[src/rtl/audio_codec_i2c_cfg.sv]
// SSM2603 power-up configuration sequencer: walks an 11-entry register table and
// writes each entry over I2C through an internal open-drain bit-level master.
module audio_codec_i2c_cfg #(
  parameter int         CLK_HZ     = 50000000,
  parameter int         I2C_HZ     = 100000,
  parameter logic [6:0] DEV_ADDR   = 7'h1A,
  parameter int         PWR_DELAY  = 1000000,
  parameter int         MAX_RETRY  = 3,
  parameter bit         AUTO_START = 1'b1
) (
  input  logic       clk_clk,
  input  logic       reset_reset_n,
  input  logic       start,
  output logic       i2c_scl_o,
  output logic       i2c_sda_oe,
  input  logic       i2c_sda_i,
  output logic       busy,
  output logic       done,
  output logic       error,
  output logic [3:0] reg_idx
);

  localparam int QDIV   = CLK_HZ / (4 * I2C_HZ);
  localparam int DIV_W  = (QDIV > 1) ? $clog2(QDIV) : 1;
  localparam int WAIT_W = (PWR_DELAY > 1) ? $clog2(PWR_DELAY) : 1;
  localparam int RTY_W  = (MAX_RETRY > 0) ? $clog2(MAX_RETRY + 1) : 1;
  localparam logic [3:0] LAST_IDX = 4'd10;

  localparam logic [3:0] S_IDLE     = 4'd0;
  localparam logic [3:0] S_PWR_WAIT = 4'd1;
  localparam logic [3:0] S_START    = 4'd2;
  localparam logic [3:0] S_SHIFT    = 4'd3;
  localparam logic [3:0] S_ACK      = 4'd4;
  localparam logic [3:0] S_STOP     = 4'd5;
  localparam logic [3:0] S_GAP      = 4'd6;
  localparam logic [3:0] S_DONE     = 4'd7;
  localparam logic [3:0] S_FAIL     = 4'd8;

  // Table entries are {reg[6:0], data[8:0]}, in the codec's recommended power-up order.
  function automatic logic [15:0] tbl_entry(input logic [3:0] idx);
    case (idx)
      4'd0:    tbl_entry = {7'd15, 9'h000};
      4'd1:    tbl_entry = {7'd6,  9'h070};
      4'd2:    tbl_entry = {7'd0,  9'h017};
      4'd3:    tbl_entry = {7'd1,  9'h017};
      4'd4:    tbl_entry = {7'd2,  9'h079};
      4'd5:    tbl_entry = {7'd3,  9'h079};
      4'd6:    tbl_entry = {7'd4,  9'h012};
      4'd7:    tbl_entry = {7'd5,  9'h000};
      4'd8:    tbl_entry = {7'd7,  9'h04A};
      4'd9:    tbl_entry = {7'd8,  9'h000};
      4'd10:   tbl_entry = {7'd9,  9'h001};
      default: tbl_entry = 16'h0000;
    endcase
  endfunction

  logic [3:0]        r_state;
  logic [DIV_W-1:0]  r_div;
  logic [1:0]        r_q;
  logic [2:0]        r_bit;
  logic [1:0]        r_byte;
  logic [RTY_W-1:0]  r_retry;
  logic [WAIT_W-1:0] r_wait;
  logic              r_fail;
  logic              r_nack;
  logic              r_auto;
  logic              r_busy;
  logic              r_done;
  logic              r_error;
  logic [3:0]        r_idx;
  logic              r_scl;
  logic              r_sda_oe;

  logic              w_tick;
  logic              w_qend;
  logic              w_in_frame;
  logic [15:0]       w_entry;
  logic [7:0]        w_byte;
  logic              w_bit;
  logic              w_scl;
  logic              w_sda_oe;

  assign w_tick     = (r_div == DIV_W'(QDIV - 1));
  assign w_qend     = w_tick && (r_q == 2'd3);
  assign w_in_frame = (r_state == S_START) || (r_state == S_SHIFT) || (r_state == S_ACK) ||
                      (r_state == S_STOP)  || (r_state == S_GAP);
  assign w_entry    = tbl_entry(r_idx);
  assign w_bit      = w_byte[3'd7 - r_bit];

  always_comb begin
    w_byte = {DEV_ADDR, 1'b0};
    case (r_byte)
      2'd1:    w_byte = w_entry[15:8];
      2'd2:    w_byte = w_entry[7:0];
      default: w_byte = {DEV_ADDR, 1'b0};
    endcase
  end

  // Pin levels per quarter; registered below so the pins never see decode glitches.
  always_comb begin
    w_scl    = 1'b1;
    w_sda_oe = 1'b0;
    case (r_state)
      S_START: begin
        w_scl    = (r_q != 2'd3);
        w_sda_oe = (r_q != 2'd0);
      end
      S_SHIFT: begin
        w_scl    = r_q[1];
        w_sda_oe = ~w_bit;
      end
      S_ACK:   w_scl = r_q[1];
      S_STOP: begin
        w_scl    = r_q[1];
        w_sda_oe = (r_q != 2'd3);
      end
      default: ;
    endcase
  end

  always_ff @(posedge clk_clk) begin
    if (!reset_reset_n) begin
      r_state  <= S_IDLE;
      r_div    <= '0;
      r_q      <= '0;
      r_bit    <= '0;
      r_byte   <= '0;
      r_retry  <= '0;
      r_wait   <= '0;
      r_fail   <= 1'b0;
      r_nack   <= 1'b0;
      r_auto   <= AUTO_START;
      r_busy   <= 1'b0;
      r_done   <= 1'b0;
      r_error  <= 1'b0;
      r_idx    <= '0;
      r_scl    <= 1'b1;
      r_sda_oe <= 1'b0;
    end else begin
      r_scl    <= w_scl;
      r_sda_oe <= w_sda_oe;
      if (w_in_frame) begin
        r_div <= w_tick ? '0 : r_div + 1'b1;
        if (w_tick) r_q <= r_q + 1'b1;
      end
      case (r_state)
        S_IDLE, S_DONE, S_FAIL: begin
          if (r_auto) begin
            r_auto  <= 1'b0;
            r_wait  <= '0;
            r_busy  <= 1'b1;
            r_state <= S_PWR_WAIT;
          end else if (start) begin
            r_idx   <= '0;
            r_retry <= '0;
            r_fail  <= 1'b0;
            r_done  <= 1'b0;
            r_error <= 1'b0;
            r_busy  <= 1'b1;
            r_state <= S_START;
          end
        end
        S_PWR_WAIT: begin
          if (r_wait == WAIT_W'(PWR_DELAY - 1)) r_state <= S_START;
          else                                 r_wait  <= r_wait + 1'b1;
        end
        S_START: if (w_qend) r_state <= S_SHIFT;
        S_SHIFT: begin
          if (w_qend) begin
            r_bit <= r_bit + 1'b1;
            if (r_bit == 3'd7) r_state <= S_ACK;
          end
        end
        S_ACK: begin
          if (w_tick && (r_q == 2'd2)) r_nack <= i2c_sda_i;
          if (w_qend) begin
            if (r_nack || (r_byte == 2'd2)) begin
              r_fail  <= r_nack;
              r_byte  <= '0;
              r_state <= S_STOP;
            end else begin
              r_byte  <= r_byte + 1'b1;
              r_state <= S_SHIFT;
            end
          end
        end
        S_STOP: if (w_qend) r_state <= S_GAP;
        S_GAP: begin
          if (w_qend) begin
            r_fail <= 1'b0;
            if (!r_fail) begin
              if (r_idx == LAST_IDX) begin
                r_done  <= 1'b1;
                r_busy  <= 1'b0;
                r_state <= S_DONE;
              end else begin
                r_idx   <= r_idx + 1'b1;
                r_retry <= '0;
                r_state <= S_START;
              end
            end else if (r_retry < RTY_W'(MAX_RETRY)) begin
              r_retry <= r_retry + 1'b1;
              r_state <= S_START;
            end else begin
              r_error <= 1'b1;
              r_busy  <= 1'b0;
              r_state <= S_FAIL;
            end
          end
        end
        default: r_state <= S_IDLE;
      endcase
    end
  end

  assign i2c_scl_o  = r_scl;
  assign i2c_sda_oe = r_sda_oe;
  assign busy       = r_busy;
  assign done       = r_done;
  assign error      = r_error;
  assign reg_idx    = r_idx;

endmodule
[config.mk]
export PLATFORM = sky130hd
export DESIGN_NAME = audio_codec_i2c_cfg
export DESIGN_NICKNAME = d
export VERILOG_FILES = /design/src/rtl/audio_codec_i2c_cfg.sv
export SDC_FILE = /design/constraint.sdc
export NUM_CORES = 1
export LEC_CHECK = 0
export CAP_MARGIN = 20
export CORE_MARGIN = 2
export CORE_UTILIZATION = 55
export DETAILED_ROUTE_END_ITERATION = 7
export MAX_ROUTING_LAYER = met4
export PLACE_DENSITY = 0.82
export REMOVE_ABC_BUFFERS = 1
export SLEW_MARGIN = 20
export SYNTH_ARGS = -nofsm -noshare
export SYNTH_HDL_FRONTEND = slang
export SYNTH_SLANG_ARGS = --single-unit
[constraint.sdc]
create_clock -name clk_clk -period 3.7 [get_ports clk_clk]
set_input_delay 0.925 -clock clk_clk [delete_from_list [all_inputs] [get_ports clk_clk]]
set_output_delay 0.925 -clock clk_clk [all_outputs]
set_load 0.01 [all_outputs]
==> flow_summary.toml <==
[floorplan]
core_sq_mm = 0.005956
dieArea_sq_mm = 0.006830
rows = 28
die_x_microns = 82.65
start_util = 0.5712
ioPinCount = 13
dieHeight_microns = 82.65

[grt]
grt_max_degree = 22
use_met2 = 0.3750
grt.busiest_layer = "met2"
grtUsageTotal = 0.2475
grt_pass1_vias = 2813
antenna_found_initial = 0
grt_remaining_overflow = 0
grt_pass1_wl_microns = 12560
gr-usage-met3 = 0.04565
grt_use_met1 = 0.3221

[pwr]
ir_worst_vdd_mv = 0.2790
seq_power_share = 0.438
p_switching_mw = 0.6044
p_leak_nw = 1.408
p_sw_frac = 0.3408
p_comb_frac = 0.257
powerDensity_mw_per_mm2 = 469.7
power.internal_mw = 1.169
clkPwrFrac = 0.305

[route]
drtIter0Drc = 209
detail_route.wl_per_cell_microns = 14.88
drc_errors = 0
avgViaCountPerCell = 6.002
ant_nets = 0
dr.pass1.iters = 5
drt-total-wl_microns = 7412
vias = 2989

[timing]
tightest_slew_ns = 0.7317
fin_tns_setup_ns = 0
rsz0062_at_grt = "false"
timing.slew.headroom = 0.5068
timing.hold.ws_ns = 0.4720
hold_viol_final = 0
min_period_ns = 3.356
fmax_mhz = 298.0
min_period_over_period = 0.9070
setup_violations = 0
slew_viol_final = 0
finalClockSkew_ns = 0.007368

[synth]
synth_seq_cells = 63
synthCells = 402
ys_warn_count = 0
avgSynthCellArea_sq_um = 8.463
syn_area_sq_mm = 0.003402
synth_top_cell_by_area = "dfxtp_1"
synth.most_common_cell = "dfxtp_1"
netlist_top_cells_count = "63 x dfxtp_1, 54 x nor2_1, 39 x nand2_1, 26 x a21oi_1"
synth_cell_types = 65
ys.flop_type = "dfxtp_1"
synthTopCellsByArea = "dfxtp_1 37%, ha_1 6.6%, nor2_1 6.0%"
synth_edf_count = 0
synthArstFlopShare = 0
synth_top_area_frac = 0.3707
ys_seq_area_frac = 0.3707

[cells_and_area]
final_cells = 498
area_growth_pct = 11.00
final_layout_size_suffix_gt1_frac = 0.08983
fin_nets = 440
final.fill_count = 515
antenna_cells = 0

[clock_tree]
numCtsBuffers = 9
cts_resized = 0
path_clk_slew_ns = 0.07
insertion_delay_ns = 0.34
root_buffer = "clkbuf_8"
cts_hold_buf = 0
cts_tree = "yes"
h-tree-depth = 3
cts_setup_buffers = 0
cts_sinks = 63
clockBufferDepth = 2

[placed_design]
gp_congestion = 0.9573
dp_hpwl_microns = 5238
dp_cells = 482
portBuffers = 12

[job]
maxCapViolations = 0

[worst_setup_path]
cp_slowest_cell = "clkdlybuf4s50_1"
crit_chain = "clkdlybuf4s50_1 -> nand2b_1 -> a211oi_2 -> nor2_1 -> or2_2 -> xnor2_1 -> nor2_1 -> inv_1 -> ha_1 -> nand3_1 -> o41ai_1 -> a21o_1 -> a2bb2oi_1"
arrival_ns = 3.58
required_ns = 3.92
critPathKind = "in2reg"
cp_common_cell = "nor2_1"
endpoint_kind = "register"
reg2reg_slack_ns = 0.55
start_kind = "primary input"
cp_slowest_stage_delay_ns = 0.50
cp_max_fo = 4

[status]
outcome = "complete, no violations"

[min_path]
hold_class = "reg2reg"
## critical path: cells and delay by family
kind            cells  cell delay [ns]
simple gates        5             0.88
xor+xnor            1             0.15
compound gates      4             0.68
buf+inv             2             0.60
fa+ha+maj           1             0.33
## power by group through the flow
| stage | Combinational [mW] | Clock (mW) | Sequential [mW] |
|---|---|---|---|
| global route | 0.510 | 0.577 | 0.782 |
| floorplan | 0.317 | 0 | 0.794 |
| finish | 0.456 | 0.541 | 0.776 |
| detailed placement | 0.444 | 0 | 0.789 |
| CTS | 0.452 | 0.551 | 0.774 |
| global placement | 0.432 | 0 | 0.787 |
## sequential cells by signal (all words and copies together), names as in the netlist, 2 cells and up
name and cells:
r_byte 2, r_q 2, r_wait 20, r_div 7
r_state 4, r_bit 3, reg_idx 4, r_retry 2
w_entry 11
## layout by cell type, fill, tap and decap left out, drive strengths merged, types with 4 or more instances in the layout
cell	instances
a21o	4
a21oi	28
a31oi	4
and2	6
and3	8
buf	5
clkbuf	13
clkdlybuf4s50	12
dfxtp	63
ha	18
inv	19
mux2i	11
nand2	39
nand2b	5
nand3	14
nand4	6
nor2	54
nor3	9
nor4	5
o21ai	17
o22ai	5
or3	5
xnor2	13
xor2	12
## cell type report
class                           count  area [sq um]  share of cell area
Timing Repair Buffer               17         157.7             0.04175
Tap cell                           75         93.84             0.02485
Clock buffer                       13         158.9             0.04208
Clock inverter                      3         17.52            0.004639
Multi-Input combinational cell    308          2016              0.5338
Inverter                           19         71.32             0.01889
Sequential cell                    63          1261              0.3340
## path summary, 6_finish.rpt
kind                                start                      end  depth (start not counted)
setup reg to reg  r_state[2]$_SDFFE_PN0P_       w_entry[9]$_DFF_P_                         12
setup / recovery                    start       w_entry[9]$_DFF_P_                         13
hold / removal    r_retry[0]$_SDFFE_PN0P_  r_retry[0]$_SDFFE_PN0P_                          2
hold reg to reg   r_retry[0]$_SDFFE_PN0P_  r_retry[0]$_SDFFE_PN0P_                          2
## stage by stage
step	utilization	cell area [sq um]	worst slack, ns	power (mW)
final	0.6340	3776	0.3442	1.774
after global routing	0.6340	3776	0.1752	1.869
after CTS	0.6340	3776	0.4065	1.778
after detailed placement	0.6044	3600	0.06433	1.233
after global placement	0.6044	3600	0.2081	1.219
after floorplan	-	3348	0.7508	1.110
## per-layer routing
metal  vias up  routed length [microns]
met5         -                        0
li1       1460                        -
met1      1406                     3403
met3        18                      392
met4         0                      171
met2       105                     3446
## kinds of logic after synthesis
family / after synthesis / share of synthesized area
xor+xnor: 25 / 0.06436
mux: 11 / 0.03347
flops: 63 / 0.3707
buf+inv: 31 / 0.03678
compound gates: 86 / 0.1729
simple gates: 168 / 0.2556
fa+ha+maj: 18 / 0.06620
Note: power is estimated with default switching activity, not from simulation.
